===== src/rtl/uart_rx_oversampled.sv =====
// uart_rx_oversampled
//   UART receiver driven by an oversampled tick (prescale ticks per bit).
//   Recovers DATA_BITS-data-bit frames, LSB first, with an optional parity
//   bit and one stop bit. Each byte is delivered with a one-clk valid strobe
//   together with its parity and framing status.
//
// Ports
//   clk          system clock
//   rst          synchronous active-low reset
//   rx_tick      one-clk oversample enable (prescale x baud)
//   prescale     ticks per bit period, even values 4..254, latched per frame
//   rx_in        asynchronous serial input, idle high
//   data_out     last received word, held until the next frame completes
//   data_valid   one-clk strobe when data_out and the error flags update
//   parity_err   parity mismatch on the last frame (0 when parity disabled)
//   framing_err  stop bit sampled low on the last frame
//   busy         high while a frame is being received
module uart_rx_oversampled #(
  parameter int DATA_BITS  = 8,
  parameter int PARITY_EN  = 0,
  parameter int PARITY_ODD = 0
) (
  input  logic                 clk,
  input  logic                 rst,
  input  logic                 rx_tick,
  input  logic [7:0]           prescale,
  input  logic                 rx_in,
  output logic [DATA_BITS-1:0] data_out,
  output logic                 data_valid,
  output logic                 parity_err,
  output logic                 framing_err,
  output logic                 busy
);

  typedef enum logic [2:0] {IDLE, START, DATA, PARITY, STOP} state_t;

  localparam logic [2:0] LAST_BIT = 3'(DATA_BITS - 1);

  state_t               state, state_nx;
  logic                 rx_m, rx_s;
  logic [1:0]           primed;
  logic [7:0]           cnt, p_lat;
  logic [7:0]           half_m1, full_m1;
  logic [2:0]           bit_cnt;
  logic                 armed;
  logic [DATA_BITS-1:0] shift;
  logic                 par_bit, stop_bit;
  logic                 finish;

  logic start_det, shift_en, par_en, stop_en, cnt_inc, cnt_clr;

  assign half_m1 = (p_lat >> 1) - 8'd1;
  assign full_m1 = p_lat - 8'd1;
  assign busy    = (state != IDLE);

  function automatic logic parity_check(input logic [DATA_BITS-1:0] d,
                                        input logic pb);
    if (PARITY_EN == 0) return 1'b0;
    return ((^d) ^ pb) != 1'(PARITY_ODD);
  endfunction

  // Next-state and sample-point decode. finish (the clk after the mid-stop
  // sample) returns to IDLE regardless of rx_tick.
  always_comb begin
    state_nx  = state;
    start_det = 1'b0;
    shift_en  = 1'b0;
    par_en    = 1'b0;
    stop_en   = 1'b0;
    cnt_inc   = 1'b0;
    if (finish) begin
      state_nx = IDLE;
    end else if (rx_tick) begin
      unique case (state)
        IDLE: begin
          if (armed && !rx_s) begin
            state_nx  = START;
            start_det = 1'b1;
          end
        end
        START: begin
          if (cnt == half_m1) state_nx = rx_s ? IDLE : DATA;
          else                cnt_inc  = 1'b1;
        end
        DATA: begin
          if (cnt == full_m1) begin
            shift_en = 1'b1;
            if (bit_cnt == LAST_BIT) state_nx = (PARITY_EN != 0) ? PARITY : STOP;
          end else begin
            cnt_inc = 1'b1;
          end
        end
        PARITY: begin
          if (cnt == full_m1) begin
            par_en   = 1'b1;
            state_nx = STOP;
          end else begin
            cnt_inc = 1'b1;
          end
        end
        STOP: begin
          if (cnt == full_m1) stop_en = 1'b1;
          else                cnt_inc = 1'b1;
        end
        default: state_nx = IDLE;
      endcase
    end
    // Every sample point restarts the bit-period count, as does any state change.
    cnt_clr = (state_nx != state) || shift_en || stop_en;
  end

  always_ff @(posedge clk) begin
    if (!rst) begin
      rx_m        <= 1'b1;
      rx_s        <= 1'b1;
      primed      <= 2'b00;
      state       <= IDLE;
      cnt         <= 8'd0;
      p_lat       <= 8'd0;
      bit_cnt     <= 3'd0;
      armed       <= 1'b0;
      finish      <= 1'b0;
      shift       <= '0;
      par_bit     <= 1'b0;
      stop_bit    <= 1'b0;
      data_out    <= '0;
      data_valid  <= 1'b0;
      parity_err  <= 1'b0;
      framing_err <= 1'b0;
    end else begin
      rx_m       <= rx_in;
      rx_s       <= rx_m;
      // The synchronizer resets high, so its first two outputs after reset are
      // not real line observations and must not arm start detection.
      primed     <= {primed[0], 1'b1};
      state      <= state_nx;
      finish     <= stop_en;
      data_valid <= 1'b0;

      if (cnt_clr)      cnt <= 8'd0;
      else if (cnt_inc) cnt <= cnt + 8'd1;

      if (start_det) begin
        p_lat   <= prescale;
        bit_cnt <= 3'd0;
        armed   <= 1'b0;
      end else if (finish) begin
        // A low stop bit (break / framing error) keeps detection disarmed
        // until the line is seen high again.
        armed <= stop_bit;
      end else if (rx_tick && state == IDLE && rx_s && primed[1]) begin
        armed <= 1'b1;
      end

      if (shift_en) begin
        shift   <= {rx_s, shift[DATA_BITS-1:1]};
        bit_cnt <= bit_cnt + 3'd1;
      end
      if (par_en)  par_bit  <= rx_s;
      if (stop_en) stop_bit <= rx_s;

      if (finish) begin
        data_valid  <= 1'b1;
        data_out    <= shift;
        framing_err <= ~stop_bit;
        parity_err  <= parity_check(shift, par_bit);
      end
    end
  end

endmodule


===== config.mk =====
export PLATFORM = sky130hd
export DESIGN_NAME = uart_rx_oversampled
export DESIGN_NICKNAME = d
export VERILOG_FILES = /design/src/rtl/uart_rx_oversampled.sv
export SDC_FILE = /design/constraint.sdc
export NUM_CORES = 1
export LEC_CHECK = 0
export BUFFER_PORTS_ARGS = -buffer_cell sky130_fd_sc_hd__buf_2
export CORE_MARGIN = 1
export CORE_UTILIZATION = 35
export DETAILED_ROUTE_END_ITERATION = 12
export PLACE_DENSITY = 0.51
export SETUP_SLACK_MARGIN = 0.15
export SLEW_MARGIN = 20
export SYNTH_ARGS = -nofsm -noshare
export SYNTH_HDL_FRONTEND = slang
export SYNTH_SLANG_ARGS = --single-unit

===== constraint.sdc =====
create_clock -name clk -period 3.1 [get_ports clk]
set_clock_uncertainty 0.15 [all_clocks]
set_input_delay 0.155 -clock clk [delete_from_list [all_inputs] [get_ports clk]]
set_output_delay 0.155 -clock clk [all_outputs]
set_load 0.03 [all_outputs]

Word level (Yosys, flattened, before mapping)
Cells that the tools add are included.

cells by class
  add/subtract/negate cells = 4
  reduce and logical (&&, ||, !) cells = 15
  bitwise gates (word level) = 3
  multiplexer cells = 37
  eq/ne operators = 8

operators with widths
  kind                 count
  $mux 3               9
  $mux 1               25
  $eq 8x8->1           2
  $pmux 3 s5           1
  $add 8x1->8 const B  1
  $reduce_xor 8->1     1
  $sub 7x1->8 const B  1
  $sub 8x1->8 const B  1
  $eq 3x2->1 const B   2
  $eq 3x3->1 const B   2
  $logic_and 1x1->1    4
  $reduce_bool 2->1    2
  $reduce_or 2->1      2
  $add 3x1->3 const B  1
  $eq 3x1->1 const B   1
  $logic_not 3->1      1
  $ne 3x3->1           1
  $reduce_bool 3->1    1
  $reduce_or 3->1      1
  $logic_or 1x1->1     2
  $mux 2               1
  $not 1->1            2
  $pmux 1 s2           1
  $logic_not 1->1      1
  $xor 1x1->1          1

storage, ports and cells
  output and inout bits = 12
  word-level logic and storage cells = 84
  register bits = 49
  input port bits = 12

Longest topological paths before layout
Gate-level depths: netlist of the first run.

  depth in word-level cells = 10
  mapped depth = 11
  mapped depth without buffers = 10

Least setup slack after synthesis of the first run
Ideal clock, no wire load.

  path kind = register to register
  start point = reg p_lat[1]
  end point = reg cnt[0]
  path slack = 0.370 ns
  data required time = 2.824 ns
  library setup time = 0.126 ns
  arrival time = 2.453 ns
  clock period less this slack = 2.730 ns
  stages on the path, launching flop included = 11
  cells stage by stage = dfxtp_1 -> inv_1 -> ha_1 -> nor3b_2 -> mux2_1 -> mux2i_1 -> a21oi_1 -> or3_4 -> or4_4 -> o211ai_4 -> nor2_2

between the ends
  cells in the longest elaborated chain, start to end = 10
  elaborated cells between the ends (all ways) = 26
  those cells by class = add/sub (2); eq/ne (3); mux (18); reduce/logical (3)

ends and longest elaborated chain
  element                                            RTL line    source
  start, declared                                    42          logic [7:0] cnt, p_lat;
  start signal, assigned                             144         p_lat <= prescale;
  $sub 8x1->8 / $sub 7x1->8 (equally long branches)  53, 52
  $eq 8x8->1, on equally long branches               -
  $mux 3, on equally long branches                   94, 82, 86
  $pmux 3 s5                                         74          unique case (state)
  $mux 3                                             73          end else if (rx_tick) begin
  $mux 3                                             71          if (finish) begin
  $ne 3x3->1                                         109         cnt_clr = (state_nx != state) || shift_en || stop_en;
  $logic_or 1x1->1 (2 in series)                     109
  $reduce_or 2->1 (no source line)                   -
  end signal, assigned                               141         else if (cnt_inc) cnt <= cnt + 8'd1;
  end, declared                                      42

Parallel ways exist; a longest one is shown, timed or not.
A chain may end at the register's enable or synchronous reset.

Final worst setup path of the first run
Ends and elaborated chain as after synthesis.

==> metrics.md, run 1 <==
| Metric | Value |
|---|---|
| Status | `complete, no violations` |
| Worst slew pin tran | `0.902 ns` |
| WS Path Type | `reg2reg` |
| Vias in the first global route | `1,805` |
| Worst Setup Start Kind | `register` |
| Register area share after synthesis | `37.8%` |
| Total gr overflow | `0` |
| Critical Path End Type | `register` |
| Hold Path Class | `in2reg` |
| Setup TNS Final | `0 ns` |
| Number of flops mapped to enable cells by yosys | `0` |
| Synth-to-layout area growth | `18.0%` |
| Most common cell after layout, fill and taps aside | `dfxtp_1` |
| Setup WS pre-CTS | `0.179 ns` |
| # DRC | `0` |
| Hold Startpoint | `rx_tick` |
| Clk_lat worst skew | `0.30 ns` |
| Antenna violation net count after detailed routing | `0` |
| Die width | `86.3 um` |
| # IOs | `24` |
| Netlist cell types | `56` |
| Asr flop ratio synth | `0%` |
| Placer's final routability congestion estimate | `0.777` |
| Worst path required time | `3.14 ns` |
| WHS Endpoint | `state[0]` |
| Post-synthesis net count | `295` |
| Drt total wl | `5110 um` |
| Critical Path Fanout Max | `8` |
| Die ar. | `7450 um^2` |
| Layout Cell Area excl Fill | `2940 um^2` |
| Hold Path Stages | `3` |
| Final Hold Viols | `0` |
| CTS tree | `done` |
| Clk slew on worst S/H paths | `0.09 ns` |
| Util after Layout | `43.0%` |
| Reg-to-reg startpoint | `p_lat[1]` |
| Pwr dens | `424 nW/um^2` |
| Total power | `1250 uW` |
| Fin crit period | `2.82 ns` |
| Most frequent cells in the layout | `45 x dfxtp_1, 37 x nor2_1, 27 x mux2i_1` |
| Yosys Warn Count | `0` |
| Tcrit/Tclk final | `91.0%` |
| Fin nets | `325` |
| Worst r2r path cells | `10` |
| DR vias/cell | `4.93` |
| Arr. time, crit path | `2.86 ns` |
| Pins Over Slew Limit | `0` |
| Flop2flop setup slack | `0.28 ns` |
| Total CTS buffers | `5` |
| Post-DP HPWL | `3520 um` |
| Relative slew margins | `39.8%` |
| Fmax | `0.355 GHz` |
| Largest net degree at the start of global routing | `30` |
| Static Leakage | `0.00121 uW` |
| Root Buffer | `clkbuf_8` |
| Synth Flop Type | `dfxtp_1` |
| Worst IR Drop VDD | `0.274 mV` |
| Worst r2r dst | `cnt[0]` |
| Ant. Diodes | `0` |
| Vias | `1,995` |
| Unrepaired setup endpoints after global routing | `yes` |
| Max clock buf depth | `2` |
| Initial Utilization | `36.4%` |
| Clock tree sinks | `47` |
| Post-place instance area | `2670 um^2` |
| Flops & latches, synth | `47` |
| Port bufs | `22` |
| Core area | `6830 um^2` |
| Total GRT Usage | `14.3%` |
| H-tree Lvls | `2` |
| Mapped Avg Cell Area | `8.95 um^2` |
| Post-route setup slack | `0.280 ns` |
| Layout cells sized above 1 | `19.7%` |
| Syn Std Cell Area | `2490 um^2` |
| Max Cap Viol | `0` |
| # rows | `30` |
| Setup violators final | `0` |
| Wirelength per Cell | `12.6 um` |
| Cells after synthesis | `278` |
| First-pass GRT wire length | `8490 um` |
| Die height | `86.3 um` |
| 1st-iter DRT viols | `85` |
| Pre-antenna DRT Iters | `4` |
| Initial antenna violation count | `0` |
synth_stat cells, drive strengths merged (2+ instances only):
cell      n  share of area, %
o21ai    12               2.4
o211ai    3               1.5
or4       2              0.75
nand2b   10               2.5
nand3     9               1.8
xnor2     9               3.5
mux2      2              0.90
nor3      6               1.4
nor4      4               1.0
or3       9               2.7
nor3b     3               1.3
buf      11               3.0
and3      2              0.50
inv       9               1.4
nand2    13               2.0
a31oi     2              0.75
nor2     40               6.2
o2111ai   2              0.96
ha        5               2.5
and2      2              0.50
dfxtp    47                38
xor2      8               2.8
o21a      2              0.60
o22ai     2              0.50
clkbuf    6              0.96
a211oi    2              0.60
a21oi    12               3.3
nand4     5               1.3
mux2i    27                11
where the power goes:
group	total (uW)	switching (uW)	internal, uW
registers	631	17.6	613
clock network	468	224	245
logic	147	73.9	73.0
timing repair:
action	4_1_cts	5_1_grt
gates resized for setup	1	9
endpoints found under the hold margin	11	0
setup endpoints to repair	2	19
setup buffers	0	1
hold buffers	11	0
metrics by stage:
| step | std cells | hold slack, ns |
|---|---|---|
| 6_report | 405 | 0.0116 |
| 5_1_grt | 405 | 0.0254 |
| 4_1_cts | 404 | 0.00673 |
| 3_5_place_dp | 385 | 0.195 |
| 3_3_place_gp | 385 | 0.193 |
| 2_1_floorplan | 278 | 0.0327 |
critical path: stages, from the launching register on:
cell,delay [ns]
dfxtp_2,0.36
inv_1,0.08
ha_2,0.21
nor3b_4,0.21
mux2_1,0.34
mux2i_1,0.13
a21oi_1,0.10
or3_4,0.35
or4_4,0.50
o211ai_4,0.20
nor2_2,0.07
final cells by class:
class,instances,area (um^2)
fill,701,3890
multi-input combinational,204,1450
sequential,47,943
timing repair buffer,40,273
tap,96,120
clock buffer,5,68.8
clock inverter,3,47.5
inverter,10,37.5
metal layers:
layer  track usage, %  vias to the layer above  share of wire, %
met3             2.86                        4               2.8
met5                0                        -                 0
met2             22.1                       33                44
met1             20.2                      931                52
met4             4.39                        0              0.86
li1                 -                     1027                 -
logic make-up after synthesis:
group	count (synthesis)	share of synthesized area, %
DFF	47	37.8
buffers and inverters	27	5.43
muxes	29	11.8
other	1	0.151
adders and majority gates	5	2.51
AOI/OAI and AO/OA	43	12.7
and+or+nand+nor	109	23.3
xor gates and xnor gates	17	6.28
how the worst max path moves through the flow:
stage,from,to,slack (ns),cells after the start
after floorplan,p_lat[1],cnt[0],0.37,10
after global placement,p_lat[2],cnt[0],0.24,10
after detailed placement,p_lat[1],cnt[1],0.18,10
after CTS,p_lat[1],shift[7],0.17,11
after global routing,p_lat[1],cnt[0],0.14,10
final,p_lat[1],cnt[0],0.28,10
state kept, by name, summed over array words and instances, names as in the netlist:
name	count
bit_cnt	3
shift	8
rx_m	1
primed	2
cnt	8
rx_s	1
framing_err	1
stop_bit	1
state	3
data_out	8
finish	1
data_valid	1
p_lat	8
armed	1
(Power assumes the default switching activity.)
==> run 2: changes to the inputs <==
==> constraint.sdc (replaced) <==
create_clock -name clk -period 3.1 [get_ports clk]
set_clock_uncertainty 0.15 [all_clocks]
set_input_delay 0.62 -clock clk [delete_from_list [all_inputs] [get_ports clk]]
set_output_delay 0.62 -clock clk [all_outputs]
set_load 0.03 [all_outputs]
==> run 2 against run 1 <==
Highest routed layer unchanged. Largest cell class unchanged. Largest power group unchanged. Wire length is 3.1% lower. Combinational power is 7% lower. Register-to-register slack is essentially flat. First-iteration DRC count decreased by 14%.
==> metrics.md, run 2 (same netlist as run 1, synthesis figures left out) <==
| Metric | Value |
|---|---|
| Clk slew on worst S/H paths | `0.10 ns` |
| 1st-iter DRT viols | `73` |
| Crit path max-delay cell type | `or4_4` |
| Port bufs | `22` |
| Hold Path Class | `reg2reg` |
| Worst Setup Start Kind | `register` |
| Fmax | `0.354 GHz` |
| Critical path cell sequence | `inv_1, ha_2, nor3b_4, mux2_1, mux2i_1, a21oi_1, or3_4, or4_4, o211ai_4, nor2_2` |
| Die height | `86.3 um` |
| Ant. Diodes | `0` |
| Post-place instance area | `2670 um^2` |
| Root Buffer | `clkbuf_8` |
| First-pass GRT wire length | `8340 um` |
| Fin crit period | `2.82 ns` |
| Worst slew pin tran | `0.904 ns` |
| Pwr dens | `436 nW/um^2` |
| DR vias/cell | `4.95` |
| CTS tree | `done` |
| # rows | `30` |
| Worst IR Drop VDD | `0.273 mV` |
| Arr. time, crit path | `2.86 ns` |
| Max Cap Viol | `0` |
| Fin nets | `314` |
| Total gr overflow | `0` |
| Vias | `1,950` |
| # IOs | `24` |
| WS Path Type | `reg2reg` |
| Largest net degree at the start of global routing | `30` |
| Total GRT Usage | `14.1%` |
| Post-DP HPWL | `3520 um` |
| Die width | `86.3 um` |
| Vias in the first global route | `1,759` |
| Setup TNS Final | `0 ns` |
| Critical Path End Type | `register` |
| Relative slew margins | `39.7%` |
| Setup violators final | `0` |
| Static Leakage | `0.00117 uW` |
| Pins Over Slew Limit | `0` |
| Tcrit/Tclk final | `91.0%` |
| Unrepaired setup endpoints after global routing | `yes` |
| Worst path required time | `3.14 ns` |
| # DRC | `0` |
| Max clock buf depth | `2` |
| H-tree Lvls | `2` |
| Most frequent cells in the layout | `45 x dfxtp_1, 37 x nor2_1, 27 x mux2i_1` |
| Synth-to-layout area growth | `13.6%` |
| Initial antenna violation count | `0` |
| Initial Utilization | `36.4%` |
| Die ar. | `7450 um^2` |
| Pre-antenna DRT Iters | `4` |
| Drt total wl | `4950 um` |
| Total CTS buffers | `5` |
| Final Hold Viols | `0` |
| Most common cell after layout, fill and taps aside | `dfxtp_1` |
| Clk_lat worst skew | `0.30 ns` |
| Hold_ws | `0.268 ns` |
| Layout cells sized above 1 | `20.5%` |
| Layout Cell Area excl Fill | `2830 um^2` |
| Clock tree sinks | `47` |
| Worst path max stage delay | `0.50 ns` |
| Core area | `6830 um^2` |
| Critical Path Fanout Max | `8` |
| Antenna violation net count after detailed routing | `0` |
| Placer's final routability congestion estimate | `0.777` |
| Wirelength per Cell | `12.6 um` |
| Status | `complete, no violations` |
## run 2: changes by cell type in the layout (fill, tap and decap cells not counted), sizes merged
cell,before,now
dlygate4sd3,11,0
## run 2: power by group
| part | internal (uW) | switching, uW | leakage (uW) |
|---|---|---|---|
| clock network | 245 | 221 | 0.0000587 |
| logic | 63.9 | 71.6 | 0.000727 |
| registers | 613 | 17.4 | 0.000382 |
## run 2: per-stage QoR
stage	cells	util, %	setup slack [ns]	power [uW]
3_5_place_dp	385	39.0	0.179	770
2_1_floorplan	278	-	0.370	743
6_report	394	41.4	0.278	1230
4_1_cts	393	40.8	0.166	1240
3_3_place_gp	385	39.0	0.242	770
5_1_grt	394	41.4	0.143	1280
## run 2: per-layer routing
| layer | share of wire [%] | global-route usage [%] | vias to the layer above |
|---|---|---|---|
| li1 | - | - | 1006 |
| met1 | 52 | 19.8 | 903 |
| met5 | 0 | 0 | - |
| met2 | 44 | 21.9 | 36 |
| met4 | 1.2 | 4.09 | 0 |
| met3 | 2.9 | 2.86 | 5 |
## run 2: path summary, 6_finish.rpt
path | from | slack [ns] | depth (start not counted) | endpoint
max reg2reg | p_lat[1] | 0.28 | 10 | cnt[0]
max | p_lat[1] | 0.28 | 10 | cnt[0]
min | rx_m | 0.27 | 1 | rx_s
min reg2reg | rx_m | 0.27 | 1 | rx_s
## run 2: timing repair
item,4_1_cts,5_1_grt
setup endpoints to repair,2,19
hold buffers,0,0
buffers inserted,0,1
gates cloned,0,0
resized for setup,1,9
## run 2: final cells by class
cell class              count  area, um^2
clock buffers               5        68.8
clock inverters             3        47.5
fillers                   715        4010
inverters                  10        37.5
multi-input cells         204        1450
flip-flops and latches     47         943
well taps                  96         120
repair buffers             29         163
## run 2: critical path, delay by kind of cell, from the launching register on
kind	cells	cell delay [ns]
buffers and inverters	1	0.09
and+or+nand+nor	4	1.13
DFF	1	0.36
AOI/OAI and AO/OA	2	0.30
muxes	2	0.47
adders and majority gates	1	0.21
==> run 3: changes to the inputs <==
--- a/config.mk
+++ b/config.mk
@@ -5,8 +5,8 @@
 export SDC_FILE = /design/constraint.sdc
 export NUM_CORES = 1
 export LEC_CHECK = 0
+export ABC_AREA = 1
 export BUFFER_PORTS_ARGS = -buffer_cell sky130_fd_sc_hd__buf_2
-export CORE_MARGIN = 1
 export CORE_UTILIZATION = 35
 export DETAILED_ROUTE_END_ITERATION = 12
 export PLACE_DENSITY = 0.51
==> run 3 against run 2 <==
Sequential power shrank 2%. Worst hold slack better by 0.0032 ns. Clock power decreased by 13%. Cell count is 28% higher. Highest routed layer unchanged.
==> metrics.md, run 3 <==
| Metric | Value |
|---|---|
| Post-CTS setup buffer count | `0` |
| Syn Std Cell Area | `2690 um^2` |
| Layout Cell Area excl Fill | `2980 um^2` |
| Placer's final routability congestion estimate | `0.884` |
| Synth cell count leaders | `86 x nand2_1, 47 x dfxtp_1, 43 x inv_1, 30 x a21oi_1, 27 x nor2_1` |
| Critical Path End Type | `register` |
| Hold Path Stages | `2` |
| Ant. Diodes | `0` |
| Pins Over Slew Limit | `0` |
| Wirelength per Cell | `11.8 um` |
| Drt total wl | `5990 um` |
| Fmax | `0.404 GHz` |
| Total CTS buffers | `5` |
| Vias in the first global route | `2,243` |
| Clk_lat worst skew | `0.31 ns` |
| Non-filler cells, final | `506` |
| Relative slew margins | `62.1%` |
| Worst path required time | `3.15 ns` |
| Hold Startpoint | `primed[0]` |
| Layout cells sized above 1 | `19.7%` |
| Yosys Warn Count | `0` |
| Hold Path Class | `reg2reg` |
| Most frequent cells in the layout | `86 x nand2_1, 47 x dfxtp_1, 43 x inv_1` |
| Flop2flop setup slack | `0.62 ns` |
| Vias | `2,364` |
| Max Cap Viol | `0` |
| Total power | `1120 uW` |
| Core area | `7330 um^2` |
| Worst slew pin tran | `0.564 ns` |
| Total gr overflow | `0` |
| Die height | `89.6 um` |
| Placed insts | `498` |
| Synth area leaders | `dfxtp_1 35%, nand2_1 12%, inv_1 6.0%, a21oi_1 5.6%, o21ai_0 4.8%` |
| Most common cell after layout, fill and taps aside | `nand2_1` |
| Post-DP HPWL | `4580 um` |
| Worst r2r dst | `cnt[4]` |
| Post-synthesis net count | `404` |
| Reg-to-reg startpoint | `p_lat[1]` |
| CTS tree | `done` |
| Cells after synthesis | `387` |
| Number of flops mapped to enable cells by yosys | `0` |
| Port bufs | `22` |
| H-tree Lvls | `2` |
| WHS Endpoint | `primed[1]` |
| Post-CTS sizing | `0` |
| Status | `complete, no violations` |
| Top-count cell post-synth | `nand2_1` |
| Util after Layout | `40.6%` |
| Largest net degree at the start of global routing | `32` |
| Initial Utilization | `36.7%` |
| WS Path Type | `reg2reg` |
| Hold buffer count at CTS | `0` |
| Worst Setup Start Kind | `register` |
| DR vias/cell | `4.67` |
| Netlist cell types | `31` |
| Pwr dens | `377 nW/um^2` |
| Fin crit period | `2.48 ns` |
| Worst IR Drop VDD | `0.222 mV` |
| Synth-to-layout area growth | `10.8%` |
| Clock tree sinks | `47` |
| Die width | `89.6 um` |
| Pre-antenna DRT Iters | `4` |
| Total GRT Usage | `17.2%` |
| Setup TNS Final | `0 ns` |
| Final Hold Viols | `0` |
| Die ar. | `8030 um^2` |
| # rows | `31` |
| Arr. time, crit path | `2.53 ns` |
| Critical Path Fanout Max | `18` |
| # DRC | `0` |
| Worst r2r path cells | `15` |
| Root Buffer | `clkbuf_8` |
| Register area share after synthesis | `35.0%` |
| Largest area contributor in the netlist | `dfxtp_1` |
| Asr flop ratio synth | `0%` |
| Clk slew on worst S/H paths | `0.10 ns` |
| Synth Flop Type | `dfxtp_1` |
| Post-synth top area share | `35.0%` |
| 1st-iter DRT viols | `102` |
| Tcrit/Tclk final | `79.9%` |
| Setup violators final | `0` |
| Static Leakage | `0.00132 uW` |
| Flops & latches, synth | `47` |
| Antenna violation net count after detailed routing | `0` |
| Post-place instance area | `2880 um^2` |
| Max clock buf depth | `2` |
| Fin nets | `423` |
| Mapped Avg Cell Area | `6.94 um^2` |
| Initial antenna violation count | `0` |
| # IOs | `24` |
| First-pass GRT wire length | `10,500 um` |
| Unrepaired setup endpoints after global routing | `no` |
run 3: kinds of logic (layout without fill, tap and decap cells):
group,after synthesis,count (layout),share of synthesized area [%]
flip-flops,47,47,35.0
adder cells (fa/ha/maj),5,5,2.33
AO/OA/AOI/OAI,65,65,12.7
AND/OR/NAND/NOR,191,191,35.9
XOR/XNOR,14,14,4.56
buffers and inverters,64,84,9.40
other,1,1,0.140
run 3: layout make-up:
type	instances	area (um^2)
fillers	777	4350
multi-input cells	276	1490
flip-flops and latches	47	941
inverters	52	200
repair buffers	24	125
well taps	99	124
clock buffers	5	68.8
clock inverters	3	25.0
run 3: through the flow:
step / setup WS, ns / hold WS, ns
global route: 0.360 / 0.302
floorplan: 1.02 / 0.240
finish: 0.623 / 0.271
global placement: 0.662 / 0.246
detailed placement: 0.607 / 0.250
CTS: 0.576 / 0.274
run 3: metal layers:
metal	GRT usage (%)	share of wire, %	up-vias
met1	21.8	49	1039
li1	-	-	1278
met3	2.65	3.3	10
met5	0	0	-
met2	29.7	46	37
met4	5.92	1.7	0
run 3: worst max-delay path: stages (launching register included):
cell and delay (ns):
dfxtp_1 0.33, inv_1 0.14, ha_1 0.28, inv_2 0.08
nor2_2 0.13, nand2_1 0.06, nor2_1 0.18, nor2_1 0.09
nor2_2 0.14, nand3_4 0.10, clkinv_4 0.08, nand3_4 0.16
inv_2 0.15, nor2_2 0.06, nand3_4 0.16, nor3_2 0.07
run 3: worst max-delay path by stage:
stage          cells after the start      to  startpoint  slack (ns)
2_1_floorplan                     14  cnt[0]    p_lat[1]        1.02
3_3_place_gp                      15  cnt[7]    p_lat[1]        0.66
3_5_place_dp                      15  cnt[3]    p_lat[1]        0.61
4_1_cts                           15  cnt[3]    p_lat[1]        0.58
5_1_grt                           18  cnt[2]    p_lat[1]        0.36
6_report                          15  cnt[4]    p_lat[1]        0.62
run 3: power breakdown:
part	leakage, uW	switching (uW)	internal (uW)	total [uW]
sequential	0.000380	6.39	610	616
combinational	0.000890	70.6	31.1	102
clock	0.0000452	238	165	403
